===== src/rtl/ddr2pbuf_nb_if.sv =====
// Bus bundle for ddr2pbuf_nb: start/done and config, ddr1/ddr2 beat streams, 4-bank pbuf write port.
// Master drives the streams and config; slave (the writer) owns done, the pbuf port and err.
interface ddr2pbuf_nb_if #(
  parameter int ADDR_W = 8,
  parameter int DDR_W  = 64,
  parameter int CH_W   = 4,
  parameter int PIX_W  = 4,
  parameter int ROW_W  = 2
);
  logic                   start;
  logic                   done;
  logic [7:0]             conf_trans_num;
  logic [2:0]             conf_mode;
  logic [CH_W-1:0]        conf_ch_num;
  logic [PIX_W-1:0]       conf_pix_num;
  logic [ROW_W-1:0]       conf_row_num;
  logic [DDR_W-1:0]       ddr1_data;
  logic                   ddr1_valid;
  logic [DDR_W-1:0]       ddr2_data;
  logic                   ddr2_valid;
  logic [3:0][ADDR_W-1:0] pbuf_wr_addr;
  logic [3:0][DDR_W-1:0]  pbuf_wr_data;
  logic [3:0]             pbuf_wr_en;
  logic                   err;

  modport master (
    output start, conf_trans_num, conf_mode, conf_ch_num, conf_pix_num, conf_row_num,
    output ddr1_data, ddr1_valid, ddr2_data, ddr2_valid,
    input  done, pbuf_wr_addr, pbuf_wr_data, pbuf_wr_en, err
  );

  modport slave (
    input  start, conf_trans_num, conf_mode, conf_ch_num, conf_pix_num, conf_row_num,
    input  ddr1_data, ddr1_valid, ddr2_data, ddr2_valid,
    output done, pbuf_wr_addr, pbuf_wr_data, pbuf_wr_en, err
  );
endinterface


===== src/rtl/ddr2pbuf_nb.sv =====
// DDR-to-pbuf writer (FWD/BWD/UPD) with optional sticky err under DDR2PBUF_ERR_EN.
// Latency: write 1 cycle after beat, done 2 cycles after last beat; no backpressure, beats in RUN always taken.
module ddr2pbuf_nb #(
  parameter int BUF_DEPTH = 256,
  parameter int ADDR_W    = $clog2(BUF_DEPTH),
  parameter int DATA_W    = 16,
  parameter int BATCH     = 4,
  parameter int CH_W      = 4,
  parameter int PIX_W     = 4,
  parameter int ROW_W     = 2
) (
  input logic          clk,
  input logic          rst,
  ddr2pbuf_nb_if.slave bus
);
  localparam int DDR_W  = DATA_W * BATCH;
  localparam int UPD_AW = CH_W + ROW_W + PIX_W - 2;

  localparam logic [2:0] MODE_FWD = 3'd0;
  localparam logic [2:0] MODE_BWD = 3'd1;
  localparam logic [2:0] MODE_UPD = 3'd2;

  // FLUSH covers the cycle the last write is on the pbuf port, so done lands one cycle later.
  typedef enum logic [1:0] {ST_IDLE, ST_RUN, ST_FLUSH, ST_DONE} state_t;

  state_t                 state_q, state_d;
  logic [2:0]             mode_q, mode_d;
  logic [7:0]             trans_num_q, trans_num_d;
  logic [CH_W-1:0]        ch_num_q, ch_num_d;
  logic [PIX_W-1:0]       pix_num_q, pix_num_d;
  logic [ROW_W-1:0]       row_num_q, row_num_d;
  logic [7:0]             beat_q, beat_d;
  logic [CH_W-1:0]        ch_q, ch_d;
  logic [PIX_W-1:0]       pix_q, pix_d;
  logic [ROW_W-1:0]       row_q, row_d;
  logic [3:0]             wr_en_q, wr_en_d;
  logic [3:0][ADDR_W-1:0] wr_addr_q, wr_addr_d;
  logic [3:0][DDR_W-1:0]  wr_data_q, wr_data_d;
  logic                   done_q, done_d;

  logic                   str_vld;
  logic                   beat_acc;
  logic                   last_beat;
  logic [1:0]             bwd_bank;
  logic [1:0]             upd_bank;
  logic [UPD_AW-1:0]      upd_addr;

  always_comb begin
    str_vld = 1'b0;
    case (mode_q)
      MODE_FWD: str_vld = bus.ddr2_valid;
      MODE_BWD: str_vld = bus.ddr2_valid;
      MODE_UPD: str_vld = bus.ddr1_valid;
      default:  str_vld = 1'b0;
    endcase
  end

  assign beat_acc  = (state_q == ST_RUN) && str_vld;
  assign last_beat = (mode_q == MODE_UPD) ?
                     ((ch_q == ch_num_q) && (pix_q == pix_num_q) && (row_q == row_num_q)) :
                     (beat_q == trans_num_q);
  assign bwd_bank  = beat_q[1:0];
  assign upd_bank  = {row_q[0], pix_q[0]};
  assign upd_addr  = {ch_q, row_q[ROW_W-1:1], pix_q[PIX_W-1:1]};

  always_comb begin
    state_d     = state_q;
    mode_d      = mode_q;
    trans_num_d = trans_num_q;
    ch_num_d    = ch_num_q;
    pix_num_d   = pix_num_q;
    row_num_d   = row_num_q;
    beat_d      = beat_q;
    ch_d        = ch_q;
    pix_d       = pix_q;
    row_d       = row_q;
    wr_en_d     = 4'b0000;
    wr_addr_d   = wr_addr_q;
    wr_data_d   = wr_data_q;

    case (state_q)
      ST_IDLE: begin
        if (bus.start) begin
          mode_d      = bus.conf_mode;
          trans_num_d = bus.conf_trans_num;
          ch_num_d    = bus.conf_ch_num;
          pix_num_d   = bus.conf_pix_num;
          row_num_d   = bus.conf_row_num;
          beat_d      = '0;
          ch_d        = '0;
          pix_d       = '0;
          row_d       = '0;
          state_d     = (bus.conf_mode <= MODE_UPD) ? ST_RUN : ST_DONE;
        end
      end
      ST_RUN: begin
        if (beat_acc) begin
          case (mode_q)
            MODE_FWD: begin
              wr_en_d = 4'b1111;
              for (int b = 0; b < 4; b++) begin
                wr_addr_d[b] = ADDR_W'(beat_q);
                wr_data_d[b] = bus.ddr2_data;
              end
            end
            MODE_BWD: begin
              wr_en_d[bwd_bank]   = 1'b1;
              wr_addr_d[bwd_bank] = ADDR_W'(beat_q >> 2);
              wr_data_d[bwd_bank] = bus.ddr2_data;
            end
            MODE_UPD: begin
              wr_en_d[upd_bank]   = 1'b1;
              wr_addr_d[upd_bank] = ADDR_W'(upd_addr);
              wr_data_d[upd_bank] = bus.ddr1_data;
            end
            default: ;
          endcase

          // UPD walks ch fastest, then pix, then row; FWD/BWD just count beats.
          if (mode_q == MODE_UPD) begin
            if (ch_q == ch_num_q) begin
              ch_d = '0;
              if (pix_q == pix_num_q) begin
                pix_d = '0;
                row_d = row_q + 1'b1;
              end else begin
                pix_d = pix_q + 1'b1;
              end
            end else begin
              ch_d = ch_q + 1'b1;
            end
          end else begin
            beat_d = beat_q + 8'd1;
          end

          if (last_beat) state_d = ST_FLUSH;
        end
      end
      ST_FLUSH: state_d = ST_DONE;
      default:  state_d = ST_IDLE;
    endcase

    done_d = (state_d == ST_DONE);
  end

  always_ff @(posedge clk or negedge rst) begin
    if (!rst) begin
      state_q     <= ST_IDLE;
      mode_q      <= '0;
      trans_num_q <= '0;
      ch_num_q    <= '0;
      pix_num_q   <= '0;
      row_num_q   <= '0;
      beat_q      <= '0;
      ch_q        <= '0;
      pix_q       <= '0;
      row_q       <= '0;
      wr_en_q     <= '0;
      wr_addr_q   <= '0;
      wr_data_q   <= '0;
      done_q      <= 1'b0;
    end else begin
      state_q     <= state_d;
      mode_q      <= mode_d;
      trans_num_q <= trans_num_d;
      ch_num_q    <= ch_num_d;
      pix_num_q   <= pix_num_d;
      row_num_q   <= row_num_d;
      beat_q      <= beat_d;
      ch_q        <= ch_d;
      pix_q       <= pix_d;
      row_q       <= row_d;
      wr_en_q     <= wr_en_d;
      wr_addr_q   <= wr_addr_d;
      wr_data_q   <= wr_data_d;
      done_q      <= done_d;
    end
  end

  assign bus.pbuf_wr_en   = wr_en_q;
  assign bus.pbuf_wr_addr = wr_addr_q;
  assign bus.pbuf_wr_data = wr_data_q;
  assign bus.done         = done_q;

`ifdef DDR2PBUF_ERR_EN
  logic err_q, err_d;

  // Protocol violations: stray beats on the active stream outside RUN, or a restart mid-transfer.
  always_comb begin
    err_d = err_q;
    if ((state_q != ST_RUN) && str_vld) err_d = 1'b1;
    if ((state_q == ST_RUN) && bus.start) err_d = 1'b1;
  end

  always_ff @(posedge clk or negedge rst) begin
    if (!rst) err_q <= 1'b0;
    else      err_q <= err_d;
  end

  assign bus.err = err_q;
`else
  assign bus.err = 1'b0;
`endif
endmodule


===== src/flat_wrapper.sv =====
// flat-port wrapper written by rule: the top's interface ports become plain ports
module ddr2pbuf_nb_flat 
#(
  parameter int BUF_DEPTH = 256,
  parameter int ADDR_W    = $clog2(BUF_DEPTH),
  parameter int DATA_W    = 16,
  parameter int BATCH     = 4,
  parameter int CH_W      = 4,
  parameter int PIX_W     = 4,
  parameter int ROW_W     = 2
)
  (clk, rst, bus_start, bus_conf_trans_num, bus_conf_mode, bus_conf_ch_num, bus_conf_pix_num, bus_conf_row_num, bus_ddr1_data, bus_ddr1_valid, bus_ddr2_data, bus_ddr2_valid, bus_done, bus_pbuf_wr_addr, bus_pbuf_wr_data, bus_pbuf_wr_en, bus_err);
  ddr2pbuf_nb_if #(.ADDR_W(ADDR_W), .DDR_W((DATA_W * BATCH)), .CH_W(CH_W), .PIX_W(PIX_W), .ROW_W(ROW_W)) bus_i ();
  input logic clk;
  input logic rst;
  input wire logic [$bits(bus_i.start)-1:0] bus_start;
  input wire logic [$bits(bus_i.conf_trans_num)-1:0] bus_conf_trans_num;
  input wire logic [$bits(bus_i.conf_mode)-1:0] bus_conf_mode;
  input wire logic [$bits(bus_i.conf_ch_num)-1:0] bus_conf_ch_num;
  input wire logic [$bits(bus_i.conf_pix_num)-1:0] bus_conf_pix_num;
  input wire logic [$bits(bus_i.conf_row_num)-1:0] bus_conf_row_num;
  input wire logic [$bits(bus_i.ddr1_data)-1:0] bus_ddr1_data;
  input wire logic [$bits(bus_i.ddr1_valid)-1:0] bus_ddr1_valid;
  input wire logic [$bits(bus_i.ddr2_data)-1:0] bus_ddr2_data;
  input wire logic [$bits(bus_i.ddr2_valid)-1:0] bus_ddr2_valid;
  output wire logic [$bits(bus_i.done)-1:0] bus_done;
  output wire logic [$bits(bus_i.pbuf_wr_addr)-1:0] bus_pbuf_wr_addr;
  output wire logic [$bits(bus_i.pbuf_wr_data)-1:0] bus_pbuf_wr_data;
  output wire logic [$bits(bus_i.pbuf_wr_en)-1:0] bus_pbuf_wr_en;
  output wire logic [$bits(bus_i.err)-1:0] bus_err;
  assign bus_i.start = bus_start;
  assign bus_i.conf_trans_num = bus_conf_trans_num;
  assign bus_i.conf_mode = bus_conf_mode;
  assign bus_i.conf_ch_num = bus_conf_ch_num;
  assign bus_i.conf_pix_num = bus_conf_pix_num;
  assign bus_i.conf_row_num = bus_conf_row_num;
  assign bus_i.ddr1_data = bus_ddr1_data;
  assign bus_i.ddr1_valid = bus_ddr1_valid;
  assign bus_i.ddr2_data = bus_ddr2_data;
  assign bus_i.ddr2_valid = bus_ddr2_valid;
  assign bus_done = bus_i.done;
  assign bus_pbuf_wr_addr = bus_i.pbuf_wr_addr;
  assign bus_pbuf_wr_data = bus_i.pbuf_wr_data;
  assign bus_pbuf_wr_en = bus_i.pbuf_wr_en;
  assign bus_err = bus_i.err;
  ddr2pbuf_nb #(.BUF_DEPTH(BUF_DEPTH), .ADDR_W(ADDR_W), .DATA_W(DATA_W), .BATCH(BATCH), .CH_W(CH_W), .PIX_W(PIX_W), .ROW_W(ROW_W)) u_core (.clk(clk), .rst(rst), .bus(bus_i));
endmodule

===== config.mk =====
export PLATFORM = sky130hd
export DESIGN_NAME = ddr2pbuf_nb_flat
export DESIGN_NICKNAME = d
export VERILOG_FILES = /design/src/rtl/ddr2pbuf_nb_if.sv /design/src/rtl/ddr2pbuf_nb.sv /design/src/flat_wrapper.sv
export SDC_FILE = /design/constraint.sdc
export NUM_CORES = 1
export LEC_CHECK = 0
export CELL_PAD_IN_SITES_DETAIL_PLACEMENT = 0
export CELL_PAD_IN_SITES_GLOBAL_PLACEMENT = 1
export CORE_ASPECT_RATIO = 1.5
export CORE_MARGIN = 2
export CORE_UTILIZATION = 40
export CTS_CLUSTER_SIZE = 28
export DETAILED_ROUTE_END_ITERATION = 10
export DONT_BUFFER_PORTS = 1
export PLACE_DENSITY = 0.65
export SYNTH_ARGS = -nofsm -noshare
export SYNTH_HDL_FRONTEND = slang
export SYNTH_SLANG_ARGS = --single-unit

===== constraint.sdc =====
create_clock -name clk -period 3.9 [get_ports clk]
set_clock_uncertainty 0.05 [all_clocks]
set_input_delay 0.78 -clock clk [delete_from_list [all_inputs] [get_ports clk]]
set_output_delay 0.78 -clock clk [all_outputs]
set_load 0.1 [all_outputs]

==> flow_summary.toml <==
[status]
outcome = "finished, violations left"
violations = "negative hold slack"

[clock_network]
clk_path_buf_depth = 3
postCtsSetupRepairBufs = 0
ctsResizeCount = 0
clockRootBuffer = "clkbuf_16"
cts_tree = "yes"
path_clk_slew_ps = 60
htreeDepth = 2
clock_sinks = 334
cts_buffers = 35
clk_latency_ps = 530

[setup_path]
rr_worst_depth = 5
rr_startpoint = "u_core.mode_q[1]"
timing.rr.end = "u_core.bus.pbuf_wr_data[207]"
critPathArrivalTime_ps = 3440
required_ps = 4290
endpoint_kind = "flop"
crit_chain = "nor3b_1 > and3_4 > buf_4 > a22oi_1 > o2bb2ai_1"
path_buf_inv = 1
crit_path_max_incr_delay_ps = 620
cp-start-kind = "flop"
cp_max_fo = 41
criticalPathCategory = "reg2reg"
crit_slowest_cell = "dfrtp_1"
rrSetupSlack_ps = 860
crit_family = "simple AND/OR/NAND/NOR gates"

[timing]
slew_headroom = 0.302
period_share = 0.780
fmax_mhz = 329
worst_slack_ps = 856
timing.setup.tns_ps = 0
rsz0062_at_grt = "no"
slew_violations = 0
setup_viol = 0
final_hold_viol_count = 127
tightestPinTransition_ps = 1040
worst_hold_slack_ps = -102
layout_min_cycle_time_ps = 3040

[cells_and_area]
diodes = 0
areaGrowthSynthToFinish_pct = 10.5
drive_gt1_frac = 0.104
fill_cells = 3486
final_nets = 1396

[yosys]
syn_nets = 1475
syn_inst = 1315
yosys.area.top_type_share = 0.545
yosysSeqAreaShare = 0.545
ys_warn_count = 0
synth_cell_types = 46
syn_area_per_cell_um2 = 11.7
syn_area_um2 = 15300
synth_top_area_cell = "dfrtp_1"
synthFlopType = "dfrtp_1"
yosys-top-cells-area = "dfrtp_1 54%, o2bb2ai_1 15%, a22oi_1 13%"
async_reset_ff_frac = 1.00
synth-edff-count = 0
synth-seq-cells = 334

[die]
row_count = 87
pin_count = 448
initial_utilization = 0.407
dieArea_um2 = 40000
coreArea_um2 = 37700
die_x_um = 164
die_h_um = 244

[global_routing]
grt_pass1_wl_um = 82200
grt_usage = 0.269
overflow = 0
antenna_found_initial = 0
grt_start_max_net_pins = 335
grt_pass1_vias = 11878

[route]
dr.pass1.iters = 8
route.detailed.drc = 0
wire_per_inst_um = 31.3
drt-initial-drc-count = 944
routed_wl_um = 54500
num_vias = 11778
vias_per_cell = 6.75
ant_nets = 0

[job]
cap_violations = 0

[min_path]
hp-class = "in2async"

[place]
port_buffers = 0
gp_congestion = 0.845
dpl.hpwl_um = 35300
post-place-ws_ps = 788
final cells by class:
type	count	area [um^2]	area share
clock buffer	51	1080	0.0636
sequential	334	8360	0.493
timing repair buffer	38	423	0.0249
clock inverter	5	27.5	0.00162
multi-input combinational	816	6410	0.378
tap	489	612	0.0361
inverter	11	41.3	0.00244
flip-flops by register name, summed over array words and instances (netlist names):
signal / cells
u_core.bus.pbuf_wr_en: 4
u_core.mode_q: 3
u_core.bus.pbuf_wr_data: 256
u_core.row_num_q: 2
u_core.trans_num_q: 8
u_core.bus.pbuf_wr_addr: 32
u_core.ch_num_q: 4
u_core.beat_q: 8
u_core.pix_num_q: 4
u_core.row_q: 2
u_core.bus.done: 1
u_core.pix_q: 4
u_core.ch_q: 4
u_core.state_q: 2
worst max-delay path by stage:
| stage | from | to | depth (start not counted) |
|---|---|---|---|
| after global routing | u_core.mode_q[0] | u_core.bus.pbuf_wr_data[207] | 5 |
| after global placement | u_core.mode_q[0] | u_core.bus.pbuf_wr_data[207] | 5 |
| final | u_core.mode_q[1] | u_core.bus.pbuf_wr_data[207] | 5 |
| after CTS | u_core.mode_q[1] | u_core.bus.pbuf_wr_data[207] | 5 |
| after detailed placement | bus_ddr2_valid | u_core.bus.pbuf_wr_addr[24] | 7 |
| after floorplan | bus_ddr2_valid | u_core.bus.pbuf_wr_addr[26] | 6 |
worst reg2reg max path, cell delays in order (launching register included):
cell and delay [ps]:
dfrtp_1 620, nor3b_1 540, and3_4 610, buf_4 570, a22oi_1 340, o2bb2ai_1 220
logic make-up after synthesis:
kind of cell,Yosys count,synth area share
multiplexers,21,0.0154
AND/OR/NAND/NOR,100,0.0341
adder cells (fa/ha/maj),6,0.00489
buffers and inverters,165,0.0443
AO/OA/AOI/OAI,664,0.342
flip-flops,334,0.545
XOR/XNOR,24,0.0137
other,1,0.000244
routing by layer:
| layer | vias up | track usage | part of all wire | wire (um) |
|---|---|---|---|---|
| met5 | - | 0 | 0 | 0 |
| met4 | 0 | 0.119 | 0.048 | 2620 |
| met3 | 127 | 0.0722 | 0.090 | 4940 |
| met2 | 639 | 0.437 | 0.49 | 26900 |
| met1 | 5956 | 0.335 | 0.37 | 20100 |
| li1 | 5056 | - | - | - |
stage by stage:
step | util | area [um^2] | instances | hold slack [ps]
after floorplan | - | 15300 | 1315 | 434
after global placement | 0.421 | 15800 | 1688 | 452
after detailed placement | 0.421 | 15800 | 1688 | 451
after CTS | 0.450 | 17000 | 1744 | -117
after global routing | 0.450 | 17000 | 1744 | -125
final | 0.450 | 17000 | 1744 | -102
cell usage in the layout (no fill, tap or decap), types with 8 or more instances in the layout:
master / instances
a21o_1: 28
a21oi_1: 36
a22oi_1: 274
a32o_1: 24
buf_12: 11
buf_4: 27
clkbuf_16: 37
clkbuf_8: 10
dfrtp_1: 334
inv_1: 10
mux2_2: 21
nand2_1: 27
nand3_1: 10
nor2_1: 22
nor3_1: 9
o21ai_0: 14
o21ai_4: 9
o2bb2ai_1: 263
xnor2_1: 8
xor2_1: 16
cell usage after synthesis (all sizes together) (8+ instances only):
cell     instances
inv             10
dfrtp          334
o21ai           24
nand2           27
o2bb2ai        263
a21o            28
nor2            22
xnor2            8
xor2            16
a32o            24
nand3           10
clkbuf         110
mux2            21
a21oi           36
nor3            10
a22oi          274
buf             44
Power is left out: the tool's default activity adds up to more than one toggle a clock period on the data nets, which glitch-free logic cannot reach.
